==> src/rtl/sw_debounce_if.sv <==
// Switch bus between the board pins and the operand/select mux stage.
// The raw switch levels flow in; debounced levels and edge pulses flow out.
interface sw_debounce_if #(
    parameter int unsigned WIDTH = 7
);
    logic [WIDTH-1:0] sw_raw;
    logic [WIDTH-1:0] sw_stable;
    logic [WIDTH-1:0] sw_rise;
    logic [WIDTH-1:0] sw_fall;
    logic             sw_changed;

    // Board side: drives raw switches, consumes debounced results.
    modport master (
        output sw_raw,
        input  sw_stable,
        input  sw_rise,
        input  sw_fall,
        input  sw_changed
    );

    // Debouncer side.
    modport slave (
        input  sw_raw,
        output sw_stable,
        output sw_rise,
        output sw_fall,
        output sw_changed
    );
endinterface

==> src/rtl/sw_debounce.sv <==
// Per-bit two-flop synchronizer plus stability counter for slide switches.
// A bit's debounced level follows the synchronized input only after the new
// level has been seen for CNT_MAX consecutive cycles; any cycle back at the
// old level restarts the count. Registered rise/fall pulses and an aggregate
// change strobe accompany every debounced transition.
module sw_debounce #(
    parameter int unsigned WIDTH   = 7,
    parameter int unsigned CNT_MAX = 1000000,
    parameter int unsigned CNT_W   = 20
) (
    input  logic        clk,
    input  logic        rst_n,
    sw_debounce_if.slave sw
);

    localparam logic [CNT_W-1:0] CNT_LAST = CNT_W'(CNT_MAX - 1);
    localparam logic [CNT_W-1:0] CNT_ONE  = CNT_W'(1);

    logic [WIDTH-1:0] s1_q;
    logic [WIDTH-1:0] s2_q;
    logic [CNT_W-1:0] cnt_q [WIDTH];
    logic [CNT_W-1:0] cnt_d [WIDTH];
    logic [WIDTH-1:0] stable_q, stable_d;
    logic [WIDTH-1:0] rise_q,   rise_d;
    logic [WIDTH-1:0] fall_q,   fall_d;
    logic             changed_q, changed_d;

    // Two-flop synchronizer on the asynchronous switch levels; no logic between flops.
    always_ff @(posedge clk or negedge rst_n) begin
        if (!rst_n) begin
            s1_q <= '0;
            s2_q <= '0;
        end else begin
            s1_q <= sw.sw_raw;
            s2_q <= s1_q;
        end
    end

    // Per-bit stability count; commits the new level once the count is exhausted.
    always_comb begin
        stable_d = stable_q;
        rise_d   = '0;
        fall_d   = '0;
        for (int unsigned i = 0; i < WIDTH; i++) begin
            cnt_d[i] = '0;
            if (s2_q[i] != stable_q[i]) begin
                if (cnt_q[i] == CNT_LAST) begin
                    stable_d[i] = s2_q[i];
                    rise_d[i]   = s2_q[i];
                    fall_d[i]   = ~s2_q[i];
                end else begin
                    cnt_d[i] = cnt_q[i] + CNT_ONE;
                end
            end
        end
        changed_d = (|rise_d) | (|fall_d);
    end

    // Counter, debounced level and edge pulse registers.
    always_ff @(posedge clk or negedge rst_n) begin
        if (!rst_n) begin
            for (int unsigned i = 0; i < WIDTH; i++) begin
                cnt_q[i] <= '0;
            end
            stable_q  <= '0;
            rise_q    <= '0;
            fall_q    <= '0;
            changed_q <= 1'b0;
        end else begin
            for (int unsigned i = 0; i < WIDTH; i++) begin
                cnt_q[i] <= cnt_d[i];
            end
            stable_q  <= stable_d;
            rise_q    <= rise_d;
            fall_q    <= fall_d;
            changed_q <= changed_d;
        end
    end

    assign sw.sw_stable  = stable_q;
    assign sw.sw_rise    = rise_q;
    assign sw.sw_fall    = fall_q;
    assign sw.sw_changed = changed_q;

endmodule

==> src/flat_wrapper.sv <==
// flat-port wrapper written by rule: the top's interface ports become plain ports
module sw_debounce_flat 
#(
    parameter int unsigned WIDTH   = 7,
    parameter int unsigned CNT_MAX = 1000000,
    parameter int unsigned CNT_W   = 20
)
  (clk, rst_n, sw_sw_raw, sw_sw_stable, sw_sw_rise, sw_sw_fall, sw_sw_changed);
  sw_debounce_if #(.WIDTH(WIDTH)) sw_i ();
  input  logic clk;
  input  logic rst_n;
  input wire logic [$bits(sw_i.sw_raw)-1:0] sw_sw_raw;
  output wire logic [$bits(sw_i.sw_stable)-1:0] sw_sw_stable;
  output wire logic [$bits(sw_i.sw_rise)-1:0] sw_sw_rise;
  output wire logic [$bits(sw_i.sw_fall)-1:0] sw_sw_fall;
  output wire logic [$bits(sw_i.sw_changed)-1:0] sw_sw_changed;
  assign sw_i.sw_raw = sw_sw_raw;
  assign sw_sw_stable = sw_i.sw_stable;
  assign sw_sw_rise = sw_i.sw_rise;
  assign sw_sw_fall = sw_i.sw_fall;
  assign sw_sw_changed = sw_i.sw_changed;
  sw_debounce #(.WIDTH(WIDTH), .CNT_MAX(CNT_MAX), .CNT_W(CNT_W)) u_core (.clk(clk), .rst_n(rst_n), .sw(sw_i));
endmodule
==> config.mk <==
export PLATFORM = sky130hd
export DESIGN_NAME = sw_debounce_flat
export DESIGN_NICKNAME = d
export VERILOG_FILES = /design/src/rtl/sw_debounce_if.sv /design/src/rtl/sw_debounce.sv /design/src/flat_wrapper.sv
export SDC_FILE = /design/constraint.sdc
export NUM_CORES = 1
export LEC_CHECK = 0
export CAP_MARGIN = 20
export CORE_UTILIZATION = 50
export DETAILED_ROUTE_END_ITERATION = 7
export PLACE_DENSITY = 0.64
export SYNTH_ARGS = -nofsm -noshare
export SYNTH_HDL_FRONTEND = slang
export SYNTH_SLANG_ARGS = --single-unit
==> constraint.sdc <==
create_clock -name clk -period 2.3 [get_ports clk]
set_input_delay 0.23 -clock clk [delete_from_list [all_inputs] [get_ports clk]]
set_output_delay 0.23 -clock clk [all_outputs]
set_load 0.01 [all_outputs]
==> impl_metrics.env, run 1 <==
export IMPL_antenna_found_initial=0
export IMPL_post_route_period_util_pct=94.96
export IMPL_synthTopCellsByArea="dfrtp_1, xor2_1, xnor2_1"
export IMPL_core_um2=16000
export IMPL_ys_ff_latch=176
export IMPL_final_max_slew_viol_count=0
export IMPL_grt_overflow_total=0
export IMPL_drt_drc_violations_left=0
export IMPL_nNetsFinal=857
export IMPL_regToRegSetupSlack_ns=0.12
export IMPL_ys_types=45
export IMPL_yosysWarningCount=0
export IMPL_crit_arrival_ns=2.49
export IMPL_clock_sinks=176
export IMPL_synth_edf_count=0
export IMPL_track_usage_pct=20.80
export IMPL_syn_inst=799
export IMPL_fin_util_pct=59.32
export IMPL_hold_viol_final=0
export IMPL_ys_seq_area_share_pct=53.31
export IMPL_r2r_start="u_core.cnt_q[30]$_DFF_PN0_"
export IMPL_cts_made_buffers=17
export IMPL_grt_max_degree=62
export IMPL_vias=6141
export IMPL_die_y_um=130.5
export IMPL_final_cell_mix="dfrtp_1, nor2_1, nand2_1"
export IMPL_holdCritPathClass="input port to flip-flop"
export IMPL_startpoint_type="flip-flop"
export IMPL_cpMaxStageDelayCell="or4_4"
export IMPL_final_common_cell="dfrtp_1"
export IMPL_start_util_pct=51.63
export IMPL_max_stage_delay_ns=0.58
export IMPL_synth_top_area_share_pct=53.31
export IMPL_synthesis_area_um2=8262
export IMPL_setup_viol=0
export IMPL_max_cap_viol_count=0
export IMPL_fmax_mhz=457.8
export IMPL_p_per_area_nw_per_um2=667.3
export IMPL_final_fill_count=1368
export IMPL_dp_hpwl_mm=10.86
export IMPL_crit_chain="or4b_1 -> or4_4 -> or2_4 -> mux2_4"
export IMPL_fin_crit_ns=2.184
export IMPL_grt_pass1_wl_mm=27.97
export IMPL_area_growth_syn_to_layout_pct=14.89
export IMPL_synthArstFlopShare_pct=100.0
export IMPL_htree_levels=4
export IMPL_syn_nets=815
export IMPL_vdd_drop_max_mv=0.4983
export IMPL_maxSlewHeadroom_pct=71.07
export IMPL_cts_tree="built"
export IMPL_rows=46
export IMPL_grt_pass1_vias=5960
export IMPL_layout_drive_gt1_share_pct=8.324
export IMPL_critPathLaunch="u_core.cnt_q[30]$_DFF_PN0_"
export IMPL_io_buffers=30
export IMPL_dr_pass1_iters=6
export IMPL_syn_avg_cell_area_um2=10.34
export IMPL_finalWirelength_mm=16.07
export IMPL_die_area_um2=17040
export IMPL_cellLeakagePower_nw=3.868
export IMPL_r2r_end="u_core.sw.sw_stable[5]$_DFFE_PN0P_"
export IMPL_endpoint="u_core.sw.sw_stable[5]$_DFFE_PN0P_"
export IMPL_chipWidth_um=130.5
export IMPL_cts_setup_buffers=0
export IMPL_endpoint_kind="flip-flop"
export IMPL_reg2regPathDepth=4
export IMPL_clk_latency_ns=0.42
export IMPL_place_congestion=0.8153
export IMPL_antenna_cells=0
export IMPL_cp_required_ns=2.60
export IMPL_via_per_inst=5.745
export IMPL_status="completed"
export IMPL_rsz0062_at_grt="no"
export IMPL_finalClockSkew_ns=0.009348
export IMPL_ant_nets=0
export IMPL_synth_flop_cell="dfrtp_1"
export IMPL_drt_iter0_drc=402
export IMPL_cts_root_buf="clkbuf_16"
export IMPL_yosysTopAreaCell="dfrtp_1"
export IMPL_tightest_slew_ns=0.4327
export IMPL_finalSetupTns_ns=0
export IMPL_critPathKind="flip-flop to flip-flop"
export IMPL_wire_per_inst_um=15.03
export IMPL_cts_path_max_buffers=2
export IMPL_cp_max_fo=4
export IMPL_clkTransAtPathRegs_ns=0.06
export IMPL_pin_count=31
[where the power goes]
part / total (W) / internal (W) / switching (W)
Combinational: 0.000204 / 0.0000715 / 0.000133
Sequential: 0.00318 / 0.00314 / 0.0000384
Clock: 0.00295 / 0.00181 / 0.00115
Total: 0.00633 / 0.00502 / 0.00132
[Yosys cell counts (2+ instances only)]
cell / number
xor2_1: 44
and4_1: 17
xnor2_1: 41
nor2_1: 94
a21bo_2: 3
a21oi_1: 48
mux2_2: 6
nor4b_1: 3
a32oi_1: 2
or4b_2: 6
nand3b_1: 4
dfrtp_1: 176
clkbuf_1: 13
or3_1: 26
inv_1: 14
or4b_1: 2
ha_1: 7
nand4_1: 36
o21ai_0: 22
or2_2: 2
and3_1: 16
nand3_1: 45
nand2_1: 49
nor4_1: 11
and2_1: 11
buf_4: 8
nor3_1: 6
or4_1: 30
o31ai_1: 25
nor3b_1: 15
buf_2: 3
[registers in the layout, summed over array words and instances, names as in the netlist]
signal and flops:
u_core.s2_q 7, u_core.sw.sw_stable 7, u_core.sw.sw_rise 7, u_core.sw.sw_changed 1, u_core.sw.sw_fall 7, u_core.s1_q 7, u_core.cnt_q 140
[layout make-up]
type                            count  area [um^2]  area share (%)
Clock buffer                       20        436.7           4.601
Clock inverter                     11        162.7           1.714
Inverter                           14        52.55          0.5537
Multi-Input combinational cell    585         3696           38.94
Sequential cell                   176         4404           46.40
Tap cell                          216        270.3           2.847
Timing Repair Buffer               47        469.2           4.943
[worst max-delay path, delay by kind of cell, from the launching register on]
family           cells  cell delay [ns]
DFF                  1             0.41
muxes                1             0.29
and+or+nand+nor      3             1.37
[worst min-delay path by stage]
stage                     depth (start not counted)         start                     endpoint
after floorplan                                   0         rst_n    u_core.cnt_q[0]$_DFF_PN0_
after global placement                            1         rst_n  u_core.cnt_q[119]$_DFF_PN0_
after detailed placement                          1         rst_n  u_core.cnt_q[119]$_DFF_PN0_
after CTS                                         1  sw_sw_raw[4]     u_core.s1_q[4]$_DFF_PN0_
after global routing                              1  sw_sw_raw[3]     u_core.s1_q[3]$_DFF_PN0_
final                                             1  sw_sw_raw[4]     u_core.s1_q[4]$_DFF_PN0_
[cell families after synthesis]
| kind of cell | count (synthesis) | synth area share, % |
|---|---|---|
| AO/OA/AOI/OAI | 106 | 7.815 |
| adder cells (fa/ha/maj) | 7 | 1.060 |
| multiplexers | 7 | 0.9994 |
| AND/OR/NAND/NOR | 380 | 25.67 |
| flip-flops | 176 | 53.31 |
| XOR/XNOR | 85 | 9.011 |
| buffers and inverters | 38 | 2.135 |
[per-stage QoR]
stage | setup WS, ns | power, W | area [um^2] | hold WS, ns | std cells
2_1_floorplan | 0.1607 | 0.003322 | 8262 | -0.06559 | 799
5_1_grt | 0.006392 | 0.006568 | 9492 | 0.2398 | 1069
3_5_place_dp | 0.04112 | 0.003440 | 8867 | 0.1681 | 1037
6_report | 0.1158 | 0.006334 | 9492 | 0.2470 | 1069
3_3_place_gp | 0.1600 | 0.003431 | 8867 | 0.1654 | 1037
4_1_cts | 0.03148 | 0.006422 | 9477 | 0.2309 | 1069
[routing by layer]
metal	GRT usage (%)	vias up	part of all wire, %	routed length (um)
li1	-	2977	-	-
met4	6.897	0	1.3	202
met1	27.05	3064	47	7485
met5	0	-	0	0
met3	3.827	13	2.6	422
met2	35.14	87	50	7961
[timing repair]
action	4_1_cts	5_1_grt
hold endpoints to repair	35	0
setup endpoints to repair	0	18
hold buffers	1	0
resized for setup	0	2
No activity file was read; power rests on OpenSTA's default activity.
==> run 2: changes to the inputs <==
Clock period 2.3 ns to 2.5 ns, I/O delays scaled along.
==> impl_metrics.env, run 2 (synthesis gave the netlist of run 1 again) <==
export IMPL_status="completed"
export IMPL_grt_pass1_vias=5985
export IMPL_cp_max_fo=19
export IMPL_finalClockSkew_ns=0.008093
export IMPL_holdPathStages=1
export IMPL_area_growth_syn_to_layout_pct=13.57
export IMPL_rsz0062_at_grt="no"
export IMPL_die_area_um2=17040
export IMPL_grt_max_degree=73
export IMPL_rows=46
export IMPL_reg2regPathDepth=4
export IMPL_max_cap_viol_count=0
export IMPL_layout_drive_gt1_share_pct=7.811
export IMPL_ctsHoldBuffers=1
export IMPL_pin_count=31
export IMPL_endpoint_kind="flip-flop"
export IMPL_chipWidth_um=130.5
export IMPL_cts_made_buffers=17
export IMPL_crit_chain="or4b_2 -> nor4_1 -> a31o_2 -> nor2_1"
export IMPL_maxSlewHeadroom_pct=59.23
export IMPL_wire_per_inst_um=15.17
export IMPL_fmax_mhz=428.9
export IMPL_vias=6091
export IMPL_hold_ws_ns=0.2596
export IMPL_start_util_pct=51.63
export IMPL_htree_levels=4
export IMPL_regToRegSetupSlack_ns=0.17
export IMPL_largest_register_ffs=140
export IMPL_cp_num_buf_inv=0
export IMPL_cellLeakagePower_nw=3.795
export IMPL_final_max_slew_viol_count=0
export IMPL_crit_family="simple AND/OR/NAND/NOR gates"
export IMPL_critPathKind="flip-flop to flip-flop"
export IMPL_max_stage_delay_ns=0.68
export IMPL_finalWirelength_mm=16.09
export IMPL_final_common_cell="dfrtp_1"
export IMPL_clk_latency_ns=0.43
export IMPL_drt_iter0_drc=357
export IMPL_core_um2=16000
export IMPL_setup_viol=0
export IMPL_via_per_inst=5.741
export IMPL_cts_path_max_buffers=2
export IMPL_ant_nets=0
export IMPL_startpoint_type="flip-flop"
export IMPL_antenna_cells=0
export IMPL_vdd_drop_max_mv=0.4689
export IMPL_drt_drc_violations_left=0
export IMPL_largest_register="u_core.cnt_q"
export IMPL_dp_hpwl_mm=10.77
export IMPL_fin_crit_ns=2.332
export IMPL_track_usage_pct=20.73
export IMPL_finalSetupTns_ns=0
export IMPL_holdCritPathClass="input port to flip-flop"
export IMPL_cpMaxStageDelayCell="or4b_2"
export IMPL_antenna_found_initial=0
export IMPL_die_y_um=130.5
export IMPL_final_cell_mix="dfrtp_1, nor2_1, nand2_1"
export IMPL_cts_repair_resized=0
export IMPL_post_route_period_util_pct=93.27
export IMPL_p_total_w=0.005725
export IMPL_hold_viol_final=0
export IMPL_grt_pass1_wl_mm=27.96
export IMPL_cts_tree="built"
export IMPL_cts_setup_buffers=0
export IMPL_clkTransAtPathRegs_ns=0.07
export IMPL_io_buffers=30
export IMPL_crit_arrival_ns=2.63
export IMPL_grt_overflow_total=0
export IMPL_cts_root_buf="clkbuf_16"
export IMPL_crit_cells=4
export IMPL_cp_required_ns=2.79
export IMPL_dr_pass1_iters=5
export IMPL_clock_sinks=176
export IMPL_nNetsFinal=848
export IMPL_p_per_area_nw_per_um2=610.1
export IMPL_tightest_slew_ns=0.6060
export IMPL_fin_util_pct=58.64
export IMPL_place_congestion=0.8304
==> run 2: cell count changes in the layout (fill, tap and decap cells not counted), sizes merged <==
cell / previous run / this run
clkinvlp: 0 / 4
buf: 17 / 8
clkbuf: 20 / 17
bufinv: 4 / 2
clkinv: 6 / 5
inv: 15 / 18
==> run 2: per-stage QoR <==
stage / setup WS (ns) / instance area [um^2] / std cells
after floorplan: 0.3607 / 8262 / 799
after global placement: 0.3291 / 8787 / 1028
final: 0.1682 / 9383 / 1061
after global routing: 0.08945 / 9383 / 1061
after CTS: 0.2432 / 9383 / 1061
after detailed placement: 0.2736 / 8787 / 1028
==> run 2: metal layers <==
metal	vias up	wire length (um)	global-route usage [%]
met1	3015	7464	26.84
met2	106	7967	34.70
met3	12	532	5.252
li1	2958	-	-
met5	-	0	0
met4	0	130	5.477
==> run 2: power by group <==
part	internal, W	switching, W	total, W
combinational	0.0000587	0.000120	0.000179
sequential	0.00289	0.0000348	0.00292
clock	0.00148	0.00114	0.00262
==> run 2: worst paths after layout <==
kind,start,end
worst max-delay path,u_core.cnt_q[132]$_DFF_PN0_,u_core.cnt_q[123]$_DFF_PN0_
min in group asynchronous,rst_n,u_core.cnt_q[117]$_DFF_PN0_
worst min-delay path,sw_sw_raw[3],u_core.s1_q[3]$_DFF_PN0_
worst max register to register,u_core.cnt_q[132]$_DFF_PN0_,u_core.cnt_q[123]$_DFF_PN0_
worst min register to register,u_core.s1_q[4]$_DFF_PN0_,u_core.s2_q[4]$_DFF_PN0_
max in group asynchronous,rst_n,u_core.cnt_q[91]$_DFF_PN0_
==> run 2: area by class of cell <==
| type | count | area, um^2 |
|---|---|---|
| fill | 1402 | 6618 |
| sequential | 176 | 4404 |
| multi-input combinational | 585 | 3681 |
| clock buffer | 17 | 425.4 |
| timing repair buffer | 38 | 389.1 |
| tap | 216 | 270.3 |
| clock inverter | 15 | 160.2 |
| inverter | 14 | 52.55 |
==> run 3: changes to the inputs <==
Settings changed: CORE_UTILIZATION 50 to 61, PLACE_DENSITY 0.64 to 0.8.
==> impl_metrics.env, run 3 (synthesis gave the netlist of run 1 again) <==
export IMPL_io_buffers=30
export IMPL_grt_overflow_total=0
export IMPL_wire_per_inst_um=16.54
export IMPL_area_growth_syn_to_layout_pct=13.27
export IMPL_chipWidth_um=118.4
export IMPL_vias=6220
export IMPL_dp_hpwl_mm=11.28
export IMPL_final_common_cell="dfrtp_1"
export IMPL_cp_max_fo=18
export IMPL_dr_pass1_iters=5
export IMPL_clkTransAtPathRegs_ns=0.07
export IMPL_tightest_slew_ns=0.6062
export IMPL_rows=42
export IMPL_pin_count=31
export IMPL_fmax_mhz=431.1
export IMPL_critPathKind="flip-flop to flip-flop"
export IMPL_post_route_period_util_pct=92.78
export IMPL_antenna_cells=0
export IMPL_rsz0062_at_grt="no"
export IMPL_grt_pass1_vias=6145
export IMPL_track_usage_pct=25.88
export IMPL_hold_viol_final=0
export IMPL_largest_register_ffs=140
export IMPL_die_area_um2=14010
export IMPL_htree_levels=4
export IMPL_final_fill_count=982
export IMPL_cts_tree="built"
export IMPL_cts_repair_resized=0
export IMPL_die_y_um=118.4
export IMPL_clk_latency_ns=0.43
export IMPL_cts_made_buffers=17
export IMPL_finalClockSkew_ns=0.007959
export IMPL_ctsHoldBuffers=1
export IMPL_start_util_pct=62.39
export IMPL_status="completed"
export IMPL_cellLeakagePower_nw=3.812
export IMPL_nNetsFinal=849
export IMPL_max_cap_viol_count=0
export IMPL_place_congestion=0.8449
export IMPL_p_total_w=0.005829
export IMPL_ant_nets=0
export IMPL_cp_required_ns=2.80
export IMPL_fin_crit_ns=2.319
export IMPL_cts_path_max_buffers=2
export IMPL_clock_sinks=176
export IMPL_cts_root_buf="clkbuf_16"
export IMPL_grt_pass1_wl_mm=28.93
export IMPL_holdCritPathClass="input port to flip-flop"
export IMPL_crit_arrival_ns=2.62
export IMPL_finalWirelength_mm=16.89
export IMPL_cts_setup_buffers=0
export IMPL_final_cell_mix="dfrtp_1, nor2_1, nand2_1"
export IMPL_startpoint_type="flip-flop"
export IMPL_drt_iter0_drc=607
export IMPL_maxSlewHeadroom_pct=59.22
export IMPL_grt_max_degree=61
export IMPL_finalSetupTns_ns=0
export IMPL_drt_drc_violations_left=0
export IMPL_layout_drive_gt1_share_pct=7.692
export IMPL_vdd_drop_max_mv=0.7794
export IMPL_core_um2=13240
export IMPL_final_max_slew_viol_count=0
export IMPL_largest_register="u_core.cnt_q"
export IMPL_setup_viol=0
export IMPL_antenna_found_initial=0
export IMPL_p_per_area_nw_per_um2=622.9
export IMPL_via_per_inst=6.092
export IMPL_endpoint_kind="flip-flop"
[run 3: routing by layer]
metal / vias up / wire length (um) / global-route usage [%]
li1: 2958 / - / -
met4: 0 / 242 / 8.544
met1: 3084 / 7396 / 34.05
met2: 151 / 8580 / 42.65
met3: 27 / 669 / 5.888
met5: - / 0 / 0
[run 3: where the power goes]
group | switching (W) | internal, W
Sequential | 0.0000362 | 0.00289
Clock | 0.00106 | 0.00167
Combinational | 0.000121 | 0.0000586
Total | 0.00121 | 0.00462
[run 3: worst paths after layout]
kind / startpoint / to / slack, ns / depth (start not counted)
max in group asynchronous: rst_n / u_core.cnt_q[83]$_DFF_PN0_ / 1.33 / 3
min reg2reg: u_core.s1_q[0]$_DFF_PN0_ / u_core.s2_q[0]$_DFF_PN0_ / 0.35 / 0
max: u_core.cnt_q[8]$_DFF_PN0_ / u_core.cnt_q[17]$_DFF_PN0_ / 0.18 / 4
min: sw_sw_raw[3] / u_core.s1_q[3]$_DFF_PN0_ / 0.25 / 1
max reg2reg: u_core.cnt_q[8]$_DFF_PN0_ / u_core.cnt_q[17]$_DFF_PN0_ / 0.18 / 4
min in group asynchronous: rst_n / u_core.cnt_q[118]$_DFF_PN0_ / 0.36 / 2
[run 3: cell type report]
type | instances | area [um^2] | area share, %
Clock buffer | 22 | 484.2 | 5.174
Sequential cell | 176 | 4404 | 47.07
Multi-Input combinational cell | 585 | 3681 | 39.34
Clock inverter | 9 | 131.4 | 1.404
Inverter | 14 | 52.55 | 0.5616
Tap cell | 176 | 220.2 | 2.353
Timing Repair Buffer | 39 | 384.1 | 4.105
[run 3: through the flow]
stage,std cells,area [um^2],setup slack [ns],hold WS [ns],util (%)
6_report,1021,9358,0.1806,0.2536,70.66
5_1_grt,1021,9358,0.05005,0.2484,70.66
4_1_cts,1021,9358,0.2124,0.2373,70.66
3_5_place_dp,989,8732,0.2368,0.2556,65.94
3_3_place_gp,989,8732,0.3291,0.2499,65.94
2_1_floorplan,799,8262,0.3607,-0.04559,-
[run 3: critical path, cell delays in order (launching register included)]
cell,delay (ns)
dfrtp_1,0.45
or4b_2,0.68
nor4_1,0.48
a21bo_2,0.47
a21oi_1,0.09
